--- src/rtl/alu_pkg.sv ---
// Shared definitions for the ALU scheduler: opcode encodings, flag bit
// positions within the {CF,ZF,SF,OF} flag vector, and the scheduler FSM states.
package alu_pkg;

  localparam logic [2:0] ADD = 3'd0;
  localparam logic [2:0] SUB = 3'd1;
  localparam logic [2:0] NOT = 3'd2;
  localparam logic [2:0] AND = 3'd3;
  localparam logic [2:0] OR  = 3'd4;
  localparam logic [2:0] XOR = 3'd5;
  localparam logic [2:0] LT  = 3'd6;
  localparam logic [2:0] EQ  = 3'd7;

  localparam int unsigned CF = 3;
  localparam int unsigned ZF = 2;
  localparam int unsigned SF = 1;
  localparam int unsigned OF = 0;

  typedef enum logic [1:0] {
    IDLE = 2'd0,
    EXEC = 2'd1,
    RESP = 2'd2
  } state_t;

endpackage

--- src/rtl/alu_rr_arb.sv ---
// Two-way arbiter for the ALU scheduler.
// Configuration macro: ALU_SCHED_RR_EN
//   defined   -> round-robin; a pointer flop picks the winner of a tie and
//                moves to the other requester after every grant.
//   undefined -> fixed priority, requester 0 wins every tie; no state at all.
module alu_rr_arb (
`ifdef ALU_SCHED_RR_EN
  input  logic clk,
  input  logic rst,
  input  logic take,
`endif
  input  logic valid0,
  input  logic valid1,
  output logic gnt_vld,
  output logic gnt_id
);

`ifdef ALU_SCHED_RR_EN
  logic ptr_q, ptr_d;

  // Grant selection: pointer breaks ties, a lone requester always wins.
  always_comb begin
    gnt_vld = valid0 | valid1;
    if (valid0 && valid1) gnt_id = ptr_q;
    else                  gnt_id = valid1;
    ptr_d = ptr_q;
    if (take) ptr_d = ~gnt_id;
  end

  // Pointer register; reset favours requester 0, moves only on a grant.
  always_ff @(posedge clk) begin
    if (rst) ptr_q <= 1'b0;
    else     ptr_q <= ptr_d;
  end
`else
  // Fixed priority: requester 1 wins only when requester 0 is idle.
  always_comb begin
    gnt_vld = valid0 | valid1;
    gnt_id  = ~valid0 & valid1;
  end
`endif

endmodule

--- src/rtl/alu_sched.sv ---
// Schedules operations from two requesters onto one shared external
// combinational ALU. One operation in flight at a time: IDLE accepts,
// EXEC captures the ALU result, RESP holds it until the consumer takes it.
// Configuration macro: ALU_SCHED_RR_EN selects round-robin arbitration
// (default build: fixed priority to requester 0).
module alu_sched
  import alu_pkg::*;
#(
  parameter int W   = 4,
  parameter int OPW = 3
) (
  input  logic           clk,
  input  logic           rst,
  input  logic           req0_valid,
  output logic           req0_ready,
  input  logic [OPW-1:0] req0_op,
  input  logic [W-1:0]   req0_a,
  input  logic [W-1:0]   req0_b,
  input  logic           req1_valid,
  output logic           req1_ready,
  input  logic [OPW-1:0] req1_op,
  input  logic [W-1:0]   req1_a,
  input  logic [W-1:0]   req1_b,
  output logic [OPW-1:0] alu_op,
  output logic [W-1:0]   alu_a,
  output logic [W-1:0]   alu_b,
  input  logic [W-1:0]   alu_value,
  input  logic [3:0]     alu_flags,
  output logic           resp_valid,
  input  logic           resp_ready,
  output logic           resp_id,
  output logic [W-1:0]   resp_value,
  output logic [3:0]     resp_flags,
  output logic           busy
);

  state_t         state_q, state_d;
  logic           gnt_vld, gnt_id, accept;
  logic           id_q, id_d;
  logic [OPW-1:0] alu_op_q, alu_op_d;
  logic [W-1:0]   alu_a_q, alu_a_d;
  logic [W-1:0]   alu_b_q, alu_b_d;
  logic [W-1:0]   resp_value_q, resp_value_d;
  logic [3:0]     resp_flags_q, resp_flags_d;

  alu_rr_arb u_arb (
`ifdef ALU_SCHED_RR_EN
    .clk     (clk),
    .rst     (rst),
    .take    (accept),
`endif
    .valid0  (req0_valid),
    .valid1  (req1_valid),
    .gnt_vld (gnt_vld),
    .gnt_id  (gnt_id)
  );

  // A transfer happens only in IDLE; reset suppresses any handshake.
  assign accept = (state_q == IDLE) && gnt_vld && !rst;

  // State register.
  always_ff @(posedge clk) begin
    if (rst) state_q <= IDLE;
    else     state_q <= state_d;
  end

  // Next-state logic.
  always_comb begin
    state_d = state_q;
    case (state_q)
      IDLE:    if (accept) state_d = EXEC;
      EXEC:    state_d = RESP;
      RESP:    if (resp_ready) state_d = IDLE;
      default: state_d = IDLE;
    endcase
  end

  // FSM outputs: ready only to the granted, valid requester while IDLE.
  always_comb begin
    req0_ready = accept && !gnt_id;
    req1_ready = accept &&  gnt_id;
    resp_valid = (state_q == RESP);
    busy       = (state_q != IDLE);
  end

  // Operand latch on accept, result capture in EXEC; otherwise hold.
  always_comb begin
    id_d         = id_q;
    alu_op_d     = alu_op_q;
    alu_a_d      = alu_a_q;
    alu_b_d      = alu_b_q;
    resp_value_d = resp_value_q;
    resp_flags_d = resp_flags_q;
    if (accept) begin
      id_d     = gnt_id;
      alu_op_d = gnt_id ? req1_op : req0_op;
      alu_a_d  = gnt_id ? req1_a  : req0_a;
      alu_b_d  = gnt_id ? req1_b  : req0_b;
    end
    if (state_q == EXEC) begin
      resp_value_d = alu_value;
      resp_flags_d = alu_flags;
    end
  end

  // Operand and result registers, cleared so nothing stale leaks after reset.
  always_ff @(posedge clk) begin
    if (rst) begin
      id_q         <= 1'b0;
      alu_op_q     <= '0;
      alu_a_q      <= '0;
      alu_b_q      <= '0;
      resp_value_q <= '0;
      resp_flags_q <= '0;
    end else begin
      id_q         <= id_d;
      alu_op_q     <= alu_op_d;
      alu_a_q      <= alu_a_d;
      alu_b_q      <= alu_b_d;
      resp_value_q <= resp_value_d;
      resp_flags_q <= resp_flags_d;
    end
  end

  assign alu_op     = alu_op_q;
  assign alu_a      = alu_a_q;
  assign alu_b      = alu_b_q;
  assign resp_id    = id_q;
  assign resp_value = resp_value_q;
  assign resp_flags = resp_flags_q;

endmodule

--- config.mk ---
export PLATFORM = sky130hd
export DESIGN_NAME = alu_sched
export DESIGN_NICKNAME = d
export VERILOG_FILES = /design/src/rtl/alu_pkg.sv /design/src/rtl/alu_rr_arb.sv /design/src/rtl/alu_sched.sv
export SDC_FILE = /design/constraint.sdc
export NUM_CORES = 1
export LEC_CHECK = 0
export BUFFER_PORTS_ARGS = -buffer_cell sky130_fd_sc_hd__buf_2
export CELL_PAD_IN_SITES_DETAIL_PLACEMENT = 1
export CELL_PAD_IN_SITES_GLOBAL_PLACEMENT = 1
export CORE_MARGIN = 5
export CORE_UTILIZATION = 28
export DETAILED_ROUTE_END_ITERATION = 10
export PLACE_DENSITY = 0.76
export SYNTH_ARGS = -nofsm -noshare
export SYNTH_HDL_FRONTEND = slang
export SYNTH_SLANG_ARGS = --single-unit
--- constraint.sdc ---
create_clock -name clk -period 1.65 [get_ports clk]
set_clock_uncertainty 0.05 [all_clocks]
set_input_delay 0.0825 -clock clk [delete_from_list [all_inputs] [get_ports clk]]
set_output_delay 0.0825 -clock clk [all_outputs]
set_load 0.05 [all_outputs]
After elaboration in Yosys (flattened, before gate mapping)
Cells that the tools add are included.
Storage, ports and cells
  output and inout bits: 24
  flip-flop bits (word level): 22
Cells by class
  equal/unequal tests: 4
  reductions and logical operators: 9
  bitwise logic cells: 3
  multiplexer cells: 6
Operators by type and width (number)
  4-bit 2-to-1 mux: 2
  2-bit one-hot mux with 3 select lines: 1
  1-bit logical AND: 4
  2-bit 2-to-1 mux: 2
  3-bit 2-to-1 mux: 1
  2-bit by 1-bit == test with 1-bit output, second input constant: 1
  2-bit == test, second input constant: 1
  1-bit logical NOT: 2
  2-bit logical NOT: 1
  2-bit by 1-bit != test with 1-bit output, second input constant: 1
  2-bit != test, second input constant: 1
  2-bit AND reduction: 1
  2-bit nonzero test: 1
  1-bit AND: 1
  1-bit NOT: 1
  1-bit bitwise OR: 1

Longest topological paths before layout
  word-level depth: 5
  depth in mapped cells: 4

Modules after synthesis
Synthesis repeated with hierarchy kept, for this count alone.
Second synthesis, totals
  cells, all modules: 100
  area total of the unflattened synthesis: 947.2 µm²
By module, submodules not included
  alu_sched: sequential area each 440.4 µm², cells each 98, area each 934.6 µm², instances 1
  alu_rr_arb: sequential area each 0.0 µm², cells each 2, area each 12.5 µm², instances 1

Worst setup path after synthesis
Ideal clock, no wire load.
  kind: reg2reg
  from: register state_q[1]
  to: register state_q[1]
  data required time: 1.530 ns
  path buffers: 0
  clock period less this slack: 1.494 ns
  stages on the path, launching flop included: 4
  arrival: 1.374 ns
  path slack: 0.156 ns
  cell sequence: dfxtp_1 nor2b_1 nand2b_1 a21oi_1
RTL lines
  start, declared: RTL line alu_sched.sv:37  | state_t state_q, state_d;
  start signal, assigned: RTL line alu_sched.sv:64  | else state_q <= state_d;
  2-bit == test (*)
  via resp_valid: RTL line alu_sched.sv:29  | output logic resp_valid,
  2-bit by 1-bit != test with 1-bit output (no source line)
  2-bit AND reduction (no source line)
The timed path passes the listed nets; every way through them passes the cells marked *.
A chain may end at the register's enable or synchronous reset.

Worst setup path in the final report
  from: register state_q[0]
  to: output req1_ready
On the way
  word-level cells in the longest chain between the ends: 4
RTL lines
  2-bit logical NOT: RTL line alu_sched.sv:59  | assign accept = (state_q == IDLE) && gnt_vld && !rst;
  1-bit logical AND (2 in series): RTL line alu_sched.sv:59
  1-bit logical AND: RTL line alu_sched.sv:81  | req1_ready = accept && gnt_id;
  end, declared: RTL line alu_sched.sv:20  | output logic req1_ready,
No other way between the ends.

==> metrics.md <==
| Metric | Value |
|---|---|
| Result of the run | completed |
| Maximum number of pins on one net before global-route repair | 18 |
| CTS buffer count | 3 |
| Placed cells | 195 |
| Leakage | between 0.0006 and 0.0007 uW |
| Worst Hold End | alu_b[3] |
| Sequential share of power | between 40% and 50% |
| Cell area reported after detailed placement | roughly 1200 um^2 |
| Final period utilization | 94.9% |
| GRT Util Overall | between 15 and 20% |
| Setup violation total in the final timing report | 0 |
| CTS tree | done |
| Worst Setup Path Type | reg -> out |
| Number of remaining DRC errors | 0 |
| Final max-slew violation count | 0 |
| WHS Path Cells | 3 |
| Clock-pin slew of the registers on the worst-case setup and hold paths | 0.11 ns |
| IO Port Bufs | just under 60 |
| Hold/Removal Path Class | in -> reg |
| Endpoint type of the worst setup path | output port |
| Overall routed net length | roughly 3.2 mm |
| Final hold viol count | 0 |
| Drt initial violations | 27 |
| Total power | around 1300 uW |
| Slew at the pin with the worst max-slew slack | 0.565 ns |
| Total Neg Setup Slack | 0 ns |
| Area delta synth->final | 60.3% |
| Proportion of total power due to net switching | a little over a third |
| Max Buffers Root-to-Sink | 2 |
| Share of layout cells above drive strength 1 | 43.9% |
| Die area | approximately 4400 um^2 |
| Floorplan Core Area | 3030 um^2 |
| Ports | between 50 and 60 |
| Sequential-to-total area share from yosys stat | about half |
| Vias | approximately 1000 |
| Startpoint class of the critical path | flip-flop |
| Reg-to-reg endpoint | alu_b[0] |
| Sw power | approximately 470 uW |
| Final RePlAce weighted congestion | about 0.78 |
| Standard-cell rows | 20 |
| Final period demand of the worst path | 1.57 ns |
| Fraction of power consumed by the clock network | about 22% |
| Post-Synthesis Net Count | about 130 |
| Rel. slew slack | slightly above 60% |
| Post-Layout Cell Count | approximately 220 |
| Placement-stage worst setup slack | ~0.086 ns |
| Cell area after layout | around 1400 um^2 |
| Origin of the worst setup path | state_q[0] |
| Maximum fanout encountered on the critical timing path | 9 |
| CTS HTree Levels | 1 |
| Largest vdd supply drop | roughly 560 uV |
| Global-route wire length before repair | just over 5 mm |
| Per-instance average area after synthesis | approximately 9 um^2 |
| Count of different cell masters after synthesis | 24 |
| Crit path arrival time | 1.43 ns |
| Internal power contribution | approximately 860 uW |
| Part of the total power dissipated in combinational logic | 32.6% |
| Worst r2r src | state_q[0] |
| Pwr per Cell Area | ~940 nW/um^2 |
| RSZ-0062 raised after global routing | no |
| Initial core utilization | around 30% |
| Via count of the first global-routing pass | about 1000 |
| TritonCTS sink count | 22 |
| Final worst setup slack | 0.0836 ns |
| Mapped Cells | around 100 |
| Reg-to-reg slack, setup | between 0.2 and 0.25 ns |
| Diodes inserted | 0 |
| Post-route antenna net violation count | 0 |
| Root Driver | sky130_fd_sc_hd__clkbuf_4 |
| Die Height | 66.2 um |
| Maximum capacitance violations | 0 |
| DR WL/cell | 14.8 um |
| Number of vias per cell after detailed routing | approximately 4.6 |
| Post-synthesis instance area | ~880 um^2 |
| Remaining global-route overflow | 0 |
| Most frequent cells in the layout | 57 x sky130_fd_sc_hd__buf_2, 22 x sky130_fd_sc_hd__nand2_1, 22 x sky130_fd_sc_hd__dfxtp_1 |
| Number of iterations in the first detailed-routing pass | 4 |
| Number of nets in the layout | around 210 |
| Horizontal extent of the die | between 60 and 70 um |
| Most frequent standard cell in the layout excluding fill and tap cells | sky130_fd_sc_hd__buf_2 |
| Path depth of the worst reg2reg path | 5 |
| Post-synthesis sequential element count | 22 |
| Antenna violations before repair | 0 |
| Skew-Pair Late Insertion Delay | approximately 0.3 ns |
| F_max | around 640 MHz |
| CP required | roughly 1.5 ns |
| Final HPWL DP | roughly 2.3 mm |
| Total of warnings raised by yosys | 0 |
| Startpoint of the most critical hold path | req1_b[3] |
[area by class of cell]
cell class | instances | area, um^2
Sequential cell | 22 | 440
Multi-Input combinational cell | 68 | 403
Tap cell | 44 | 55.1
Clock buffer | 4 | 36.3
Inverter | 1 | 3.75
Timing Repair Buffer | 78 | 478
Fill cell | 381 | 1610
[metal layers]
metal  up-vias  GRT usage [%]  wire (um)
met2        16           28.5       1810
met3         6           3.23         86
met1       494           15.7       1240
li1        492              -          -
met4         0           6.09         79
met5         -              0          0
[logic make-up (layout without fill, tap and decap cells)]
family                 Yosys count  count (layout)  share of synthesized area, %
and+or+nand+nor                 39              39                          22.2
buffers and inverters            8              83                          4.96
AOI/OAI and AO/OA               29              29                          22.9
DFF                             22              22                          49.9
[worst max-delay path by stage]
stage | endpoint | slack [ns]
2_1_floorplan | state_q[1] | 0.16
3_3_place_gp | alu_b[1] | 0.21
3_5_place_dp | alu_b[0] | 0.09
4_1_cts | req1_ready | 0.04
5_1_grt | req1_ready | 0.02
6_report | req1_ready | 0.08
[power groups by stage]
stage / Sequential (uW) / Combinational (uW) / Clock, uW
final: 602 / 433 / 292
after detailed placement: 615 / 388 / 0
after floorplan: 751 / 134 / 0
after global routing: 608 / 462 / 316
after global placement: 612 / 382 / 0
after CTS: 603 / 416 / 305
[cells in the mapped netlist]
cell / number / area (um^2)
sky130_fd_sc_hd__a211oi_1: 1 / 7.51
sky130_fd_sc_hd__a21oi_1: 11 / 55.1
sky130_fd_sc_hd__a221o_1: 5 / 50.1
sky130_fd_sc_hd__a22o_1: 3 / 26.3
sky130_fd_sc_hd__a22oi_1: 3 / 22.5
sky130_fd_sc_hd__and2_1: 2 / 12.5
sky130_fd_sc_hd__and2_4: 1 / 8.76
sky130_fd_sc_hd__and3_2: 5 / 37.5
sky130_fd_sc_hd__buf_2: 2 / 10.0
sky130_fd_sc_hd__buf_4: 1 / 7.51
sky130_fd_sc_hd__buf_6: 1 / 11.3
sky130_fd_sc_hd__clkbuf_1: 3 / 11.3
sky130_fd_sc_hd__dfxtp_1: 22 / 440
sky130_fd_sc_hd__inv_1: 1 / 3.75
sky130_fd_sc_hd__nand2_1: 22 / 82.6
sky130_fd_sc_hd__nand2b_1: 2 / 12.5
sky130_fd_sc_hd__nor2_1: 1 / 3.75
sky130_fd_sc_hd__nor2b_1: 2 / 12.5
sky130_fd_sc_hd__nor2b_2: 1 / 8.76
sky130_fd_sc_hd__nor3_1: 1 / 5.00
sky130_fd_sc_hd__o21ai_0: 3 / 15.0
sky130_fd_sc_hd__o2bb2ai_1: 3 / 26.3
sky130_fd_sc_hd__or2_1: 1 / 6.26
sky130_fd_sc_hd__or3_1: 1 / 6.26
[sequential cells by signal, summed over array words and instances (netlist names)]
name and count:
resp_value 4, resp_flags 4, alu_a 4, alu_op 3, resp_id 1, alu_b 4
state_q 2
[critical path: stages (launching register included)]
cell and delay [ns]:
sky130_fd_sc_hd__dfxtp_1 0.37, sky130_fd_sc_hd__nor3_1 0.19, sky130_fd_sc_hd__buf_4 0.18, sky130_fd_sc_hd__and2_4 0.18
sky130_fd_sc_hd__buf_4 0.20
[repair_timing]
action | in CTS | in global routing
setup buffers | 0 | 4
hold endpoints to repair | 14 | 0
hold buffers | 14 | 0
pin swaps | 0 | 0
resized for setup | 1 | 1
endpoints found under the setup margin | 1 | 13
[metrics by stage]
| step | util (%) | hold WS, ns |
|---|---|---|
| after CTS | 45.7 | 0.0143 |
| after global routing | 46.8 | 0.0344 |
| after detailed placement | 39.8 | 0.265 |
| final | 46.8 | 0.0224 |
| after floorplan | - | 0.169 |
| after global placement | 39.8 | 0.259 |
(Power assumes the default switching activity.)
